==> config.mk <==
export PLATFORM = sky130hd
export DESIGN_NAME = dmem_lsu_ctrl
export DESIGN_NICKNAME = d
export VERILOG_FILES = /design/src/rtl/dmem_lsu_ctrl.sv
export SDC_FILE = /design/constraint.sdc
export NUM_CORES = 1
export LEC_CHECK = 0
export ABC_AREA = 0
export CORE_MARGIN = 4
export CORE_UTILIZATION = 50
export DETAILED_ROUTE_END_ITERATION = 10
export PLACE_DENSITY = 0.86
export SKIP_CTS_REPAIR_TIMING = 1
export SYNTH_ARGS = -nofsm -noshare
export SYNTH_HDL_FRONTEND = slang
export SYNTH_SLANG_ARGS = --single-unit
export TNS_END_PERCENT = 100
==> constraint.sdc <==
create_clock -name clk -period 6.2 [get_ports clk]
set_input_delay 1.24 -clock clk [delete_from_list [all_inputs] [get_ports clk]]
set_output_delay 1.24 -clock clk [all_outputs]
set_load 0.05 [all_outputs]
==> src/rtl/dmem_lsu_ctrl.sv <==
// Load/store sequencer between the MEM stage and a word-addressable data memory.
// Sub-word loads are lane-extracted and extended; sub-word stores use read-modify-write.
module dmem_lsu_ctrl #(
    parameter int unsigned MEM_WORDS = 1024
) (
    input  logic        clk,
    input  logic        rst_n,
    input  logic        req_valid,
    output logic        req_ready,
    input  logic        req_we,
    input  logic [1:0]  req_size,
    input  logic        req_unsigned,
    input  logic [31:0] req_addr,
    input  logic [31:0] req_wdata,
    output logic        rsp_valid,
    output logic        rsp_err,
    output logic [31:0] rsp_rdata,
    output logic [31:0] mem_adr,
    output logic [31:0] mem_wdata,
    output logic        mem_we,
    input  logic [31:0] mem_rdata
);

    typedef enum logic [1:0] {StIdle, StRead, StWrite, StResp} state_e;

    state_e      state_q;
    logic        we_q;
    logic [1:0]  size_q;
    logic        uns_q;
    logic [1:0]  lane_q;
    logic [15:0] wdata_q;

    logic        accept;
    logic        req_err;
    logic [7:0]  byte_sel;
    logic [15:0] half_sel;
    logic [31:0] load_val;
    logic [31:0] merged;

    // Both decoded purely from state so they cannot glitch on request inputs.
    assign req_ready = (state_q == StIdle);
    assign mem_we    = (state_q == StWrite);
    assign accept    = req_valid & req_ready;

    always_comb begin
        req_err = 1'b0;
        case (req_size)
            2'b00:   req_err = 1'b0;
            2'b01:   req_err = req_addr[0];
            2'b10:   req_err = |req_addr[1:0];
            default: req_err = 1'b1;
        endcase
        if ({2'b00, req_addr[31:2]} >= MEM_WORDS) begin
            req_err = 1'b1;
        end
    end

    always_comb begin
        byte_sel = mem_rdata[7:0];
        case (lane_q)
            2'd0: byte_sel = mem_rdata[7:0];
            2'd1: byte_sel = mem_rdata[15:8];
            2'd2: byte_sel = mem_rdata[23:16];
            2'd3: byte_sel = mem_rdata[31:24];
            default: byte_sel = mem_rdata[7:0];
        endcase
        half_sel = lane_q[1] ? mem_rdata[31:16] : mem_rdata[15:0];
    end

    always_comb begin
        load_val = mem_rdata;
        case (size_q)
            2'b00: load_val = uns_q ? {24'h0, byte_sel} : {{24{byte_sel[7]}}, byte_sel};
            2'b01: load_val = uns_q ? {16'h0, half_sel} : {{16{half_sel[15]}}, half_sel};
            default: load_val = mem_rdata;
        endcase
    end

    // Only the addressed lane is replaced; the rest of the read word passes through.
    always_comb begin
        merged = mem_rdata;
        if (size_q == 2'b00) begin
            case (lane_q)
                2'd0: merged[7:0]   = wdata_q[7:0];
                2'd1: merged[15:8]  = wdata_q[7:0];
                2'd2: merged[23:16] = wdata_q[7:0];
                2'd3: merged[31:24] = wdata_q[7:0];
                default: merged = mem_rdata;
            endcase
        end else if (lane_q[1]) begin
            merged[31:16] = wdata_q;
        end else begin
            merged[15:0] = wdata_q;
        end
    end

    always_ff @(posedge clk or negedge rst_n) begin
        if (!rst_n) begin
            state_q   <= StIdle;
            we_q      <= 1'b0;
            size_q    <= 2'b00;
            uns_q     <= 1'b0;
            lane_q    <= 2'b00;
            wdata_q   <= 16'h0;
            rsp_valid <= 1'b0;
            rsp_err   <= 1'b0;
            rsp_rdata <= 32'h0;
            mem_adr   <= 32'h0;
            mem_wdata <= 32'h0;
        end else begin
            rsp_valid <= 1'b0;
            case (state_q)
                StIdle: begin
                    if (accept) begin
                        we_q      <= req_we;
                        size_q    <= req_size;
                        uns_q     <= req_unsigned;
                        lane_q    <= req_addr[1:0];
                        wdata_q   <= req_wdata[15:0];
                        rsp_err   <= req_err;
                        rsp_rdata <= 32'h0;
                        if (req_err) begin
                            state_q   <= StResp;
                            rsp_valid <= 1'b1;
                        end else begin
                            mem_adr <= {req_addr[31:2], 2'b00};
                            if (req_we && req_size == 2'b10) begin
                                mem_wdata <= req_wdata;
                                state_q   <= StWrite;
                            end else begin
                                state_q <= StRead;
                            end
                        end
                    end
                end
                StRead: begin
                    if (we_q) begin
                        mem_wdata <= merged;
                        state_q   <= StWrite;
                    end else begin
                        rsp_rdata <= load_val;
                        rsp_valid <= 1'b1;
                        state_q   <= StResp;
                    end
                end
                StWrite: begin
                    rsp_valid <= 1'b1;
                    state_q   <= StResp;
                end
                StResp: begin
                    state_q <= StIdle;
                end
                default: begin
                    state_q <= StIdle;
                end
            endcase
        end
    end

endmodule
Word level (Yosys, flattened, before mapping)
Cells that the tools add are included.
{ "totals": {"inputBits": 103, "out_inout_bits": 100, "word_cells": 70, "ff_bits": 120} }
{ "classes": {"mux": 31, "reduce_logical": 11, "bitwise": 2, "order_cmp": 1, "eq_ne": 14} }
{ "ops": {"columns": ["op", "n"], "rows": [
  ["2-to-1 mux 32 bit", 9],
  ["one-hot mux 32 bit (2 select lines)", 3],
  ["2-to-1 mux 16 bit", 3],
  ["2-to-1 mux 8 bit", 4],
  ["one-hot mux 8 bit (4 select lines)", 1],
  [">= comparator 30 x 11 -> 1 bit (second input constant)", 1],
  ["equality test 2 bit (second input constant)", 5],
  ["equality test 2 x 1 -> 1 bit (second input constant)", 4],
  ["zero test 2 bit", 4],
  ["one-hot mux 2 bit (4 select lines)", 1],
  ["2-to-1 mux 2 bit", 3],
  ["!= test 2 bit (second input constant)", 3],
  ["one-hot mux 1 bit (3 select lines)", 2],
  ["AND reduction 3 bit", 2],
  ["2-to-1 mux 1 bit", 5],
  ["AND reduction 5 bit", 1],
  ["!= test 2 x 1 -> 1 bit (second input constant)", 2],
  ["AND reduction 2 bit", 1],
  ["nonzero test 2 bit", 1],
  ["OR reduction 2 bit", 1],
  ["bitwise AND 1 bit", 1],
  ["logical AND 1 bit", 1],
  ["inverter 1 bit", 1]
]} }

Depth between registers and ports, before layout
{ "depth": {"depth_word": 6, "ltp_mapped": 9, "depth_no_buf": 7} }

Least setup slack after synthesis
OpenSTA, ideal clock, no wires.
{ "synth_timing": {"path_kind": "input to register", "start": "in req_addr[29]", "end": "reg mem_wdata[10]", "path_slack_ns": 3.256, "required_time_ns": 6.075, "setup_ns": 0.125, "path_stages": 6, "path_buffers": 1, "arrival_ns": 2.819, "path_cell_list": "nor4_1 -> and3_1 -> o2111ai_2 -> a2111o_1 -> buf_6 -> mux2_4"} }
{ "synth_via": {"elab_chain_cells": 4} }
{ "synth_lines": {"columns": ["element", "line_no", "source"], "rows": [
  ["start, declared", "13", "input logic [31:0] req_addr,"],
  [">= comparator 30 x 11 -> 1 bit", "53", "if ({2'b00, req_addr[31:2]} >= MEM_WORDS) begin"],
  ["2-to-1 mux 1 bit", "53", null],
  ["!= test 2 bit (no line)", null, null],
  ["AND reduction 5 bit (no line)", null, null],
  ["end signal, assigned", "128", "mem_wdata <= req_wdata;"],
  ["end signal, assigned", "138", "mem_wdata <= merged;"],
  ["end, declared", "19", "output logic [31:0] mem_wdata,"]
]} }
Every way passes these cells.
A chain may end at the register's enable or synchronous reset.

Worst setup path in the final report
{ "layout_timing": {"start": "reg state_q[1]", "end": "reg rsp_rdata[13]"} }
{ "layout_via": {"elab_chain_cells": 4, "word_cells_on_any_way": 8, "cone_classes": "eq/ne: 3; mux: 1; bitwise: 1; reduce/logical: 3"} }
{ "layout_lines": {"columns": ["element", "line_no", "source"], "rows": [
  ["start, declared", "26", "state_e state_q;"],
  ["start signal, assigned", "99", "state_q <= StIdle;"],
  ["start signal, assigned", "123", "state_q <= StResp;"],
  ["start signal, assigned", "129", "state_q <= StWrite;"],
  ["zero test 2 bit", "41, 112", null],
  ["bitwise AND 1 bit", "43", "assign accept = req_valid & req_ready;"],
  ["!= test 2 x 1 -> 1 bit (no line)", null, null],
  ["AND reduction 3 bit (no line)", null, null],
  ["end signal, assigned", "141", "rsp_rdata <= load_val;"],
  ["end, declared", "17", "output logic [31:0] rsp_rdata,"]
]} }
Several ways; a longest one is shown, not always the timed one.

==> flow_metrics.env <==
export IMPL_outcome="finished, final reports clean"
export IMPL_whs_ns=0.485
export IMPL_cellPowerDensity_nw_per_um2=546
export IMPL_final_setup_skew_ns=0.00958
export IMPL_p_seq_share_pct=26.8
export IMPL_worstSetupStartpointType="register"
export IMPL_internal_power_uw=2780
export IMPL_netlist_instances=578
export IMPL_synth_edf_count=0
export IMPL_grt_pass1_wl_um=30500
export IMPL_initial_utilization_pct=51.4
export IMPL_ys_top_cells_by_count="120 x dfrtp_1, 48 x o21ai_0, 42 x mux2_2, 37 x a21oi_1, 37 x nand2_1"
export IMPL_fmax_mhz=261
export IMPL_path_depth=7
export IMPL_reg2reg_depth=7
export IMPL_grt_usage_pct=27.4
export IMPL_grt_overflow=0
export IMPL_layout_nets=864
export IMPL_clkSinkCount=120
export IMPL_drtAntennaViolNets=0
export IMPL_layout_drive_gt1_share_pct=15.1
export IMPL_hold_viol=0
export IMPL_htreeDepth=4
export IMPL_ys_types=40
export IMPL_hold_path_class="register to register"
export IMPL_cts_tree="yes"
export IMPL_avgViaCountPerCell=5.72
export IMPL_crit_path_max_fanout=67
export IMPL_ys_ff_latch=120
export IMPL_setup_viol=0
export IMPL_path_cells="inv_1 -> ha_2 -> nor2b_1 -> nand2_1 -> nor4_1 -> a21oi_1 -> o21ai_0"
export IMPL_regToRegSetupSlack_ns=2.37
export IMPL_max_slew_margin_pct=20.2
export IMPL_p_clk_share_pct=21.0
export IMPL_drc=0
export IMPL_die_x_um=120
export IMPL_wl_um=19400
export IMPL_ys_flop_type="dfrtp_1"
export IMPL_hold_depth=2
export IMPL_detail_route_wl_per_cell_um=20.7
export IMPL_numPortBuffers=200
export IMPL_fillerInstances=869
export IMPL_postSynthAreaPerCell_um2=10.8
export IMPL_period_minus_slack_ns=3.83
export IMPL_slowest_delay_ns=1.10
export IMPL_p_comb_share_pct=52.2
export IMPL_report_final_slew_viol_count=0
export IMPL_period_share_pct=61.8
export IMPL_grt_pass1_vias=5533
export IMPL_met3_usage_pct=9.66
export IMPL_crit_required_ns=6.52
export IMPL_ios=203
export IMPL_cts_buffers=17
export IMPL_multiInputGateArea_um2=2930
export IMPL_dpl_cell_area_um2=8270
export IMPL_yosysTopAreaCell="dfrtp_1"
export IMPL_dr_pass1_iters=5
export IMPL_async_flop_share_pct=100
export IMPL_fp_dieArea_um2=14300
export IMPL_rsz0062_at_grt="false"
export IMPL_dpl_hpwl_um=14200
export IMPL_antenna_found_initial=0
export IMPL_synth_warnings=0
export IMPL_core_rowCount=40
export IMPL_worstPathArrival_ns=4.15
export IMPL_cp_num_buf_inv=1
export IMPL_grtUsageMet1_pct=33.7
export IMPL_synthTopCellsByArea="dfrtp_1 48%, mux2_2 7.6%, mux2_4 7.2%, mux2i_1 4.8%, o21ai_0 3.9%"
export IMPL_p_sw_uw=2080
export IMPL_grt_max_degree=68
export IMPL_tightest_slew_ns=1.19
export IMPL_antennaDiodeCount=0
export IMPL_core_area_um2=12100
export IMPL_fin_setup_tns_ns=0
export IMPL_cts_path_max_buffers=2
export IMPL_power_uw=4860
export IMPL_dr_total_vias=5367
export IMPL_use_met2_pct=45.2
export IMPL_insertion_delay_ns=0.42
export IMPL_cp_top_family="simple AND/OR/NAND/NOR gates"
export IMPL_drt_initial_drc_count=451
export IMPL_place_congestion=0.919
export IMPL_yosysMostFrequentCell="dfrtp_1"
export IMPL_max_cap_violations=0
export IMPL_clock_root_buffer="clkbuf_16"
export IMPL_syn2layout_area_growth_pct=42.8
export IMPL_post_route_util_pct=73.4
export IMPL_post_route_cell_area_um2=8890
export IMPL_fp_dieH_um=120
export IMPL_final_seq_area_um2=3000
export IMPL_grt_busiest_layer="met2"
export IMPL_synth_area_um2=6230
export IMPL_path_clk_slew_ns=0.05
export IMPL_critPathSlowestCell="nor4_1"
export IMPL_switching_share_pct=42.8
export IMPL_end_kind="register"
export IMPL_total_leakage_power_uw=0.00403
export IMPL_synth_top_area_share_pct=48.2
export IMPL_irDropWorstVdd_mv=0.279
export IMPL_seq_area_frac_synth_pct=48.2
export IMPL_path_class="register to register"
worst min-delay path: stages (launching register included):
cell,delay [ns]
dfrtp_1,0.34
nand2_1,0.05
nand2_1,0.06
cells by family after synthesis:
group | after synthesis | synth area share (%)
AO/OA/AOI/OAI | 154 | 15.8
AND/OR/NAND/NOR | 120 | 9.70
flip-flops | 120 | 48.2
multiplexers | 104 | 20.4
buffers and inverters | 75 | 5.06
adder cells (fa/ha/maj) | 4 | 0.804
other | 1 | 0.0602
power groups by stage:
stage               clock [uW]  combinational [uW]  sequential (uW)
global route              1070                2700             1330
finish                    1020                2540             1300
floorplan                    0                1310             1800
CTS                       1030                2540             1290
global placement             0                2470             1290
detailed placement           0                2530             1300
flip-flops by register name, indices dropped and copies added (netlist names), 2 cells and up:
signal,count
size_q,2
lane_q,2
mem_adr,30
wdata_q,16
mem_wdata,32
rsp_rdata,32
state_q,2
final cells by class:
class                           instances  share of cell area, %
Clock buffer                           24                   5.53
Clock inverter                          8                   1.32
Inverter                               31                   1.31
Multi-Input combinational cell        384                   32.9
Sequential cell                       120                   33.8
Tap cell                              168                   2.36
Timing Repair Buffer                  203                   22.7
metrics by stage:
step	worst slack, ns	cells
final	2.37	938
after global routing	2.03	938
after global placement	2.23	906
after detailed placement	2.20	906
after floorplan	3.26	579
after CTS	2.45	938
path summary, 6_finish.rpt:
check                                    startpoint                         to
min in group asynchronous                     rst_n  rsp_rdata[24]$_DFFE_PN0P_
hold reg to reg            rsp_rdata[7]$_DFFE_PN0P_   rsp_rdata[7]$_DFFE_PN0P_
max in group asynchronous                     rst_n      lane_q[1]$_DFFE_PN0P_
setup / recovery             state_q[1]$_DFFE_PN0P_  rsp_rdata[13]$_DFFE_PN0P_
hold / removal             rsp_rdata[7]$_DFFE_PN0P_   rsp_rdata[7]$_DFFE_PN0P_
setup reg to reg             state_q[1]$_DFFE_PN0P_  rsp_rdata[13]$_DFFE_PN0P_
placed cells by master (no fill, tap or decap), drive strengths merged, types with 2 or more instances in the layout:
cell type        n
clkdlybuf4s50  199
buf              4
mux2            72
and3            10
a221o           18
mux2i           30
inv             31
ha               4
nand2b           3
nor2            27
mux4             2
o22ai           18
a22o             2
a21oi           38
dfrtp          120
nor2b           24
clkinv           4
o21ai           49
nor3             2
bufinv           3
nand2           37
a22oi            6
a221oi           2
o211ai           8
a211oi           8
nor4             6
nor3b            7
conb             2
clkbuf          24
a31oi            2
routing by layer:
| metal | vias up | part of all wire [%] |
|---|---|---|
| met1 | 2620 | 41 |
| met2 | 275 | 48 |
| met4 | 0 | 2.0 |
| met5 | - | 0 |
| li1 | 2436 | - |
| met3 | 36 | 9.9 |
Note: power is estimated with default switching activity, not from simulation.
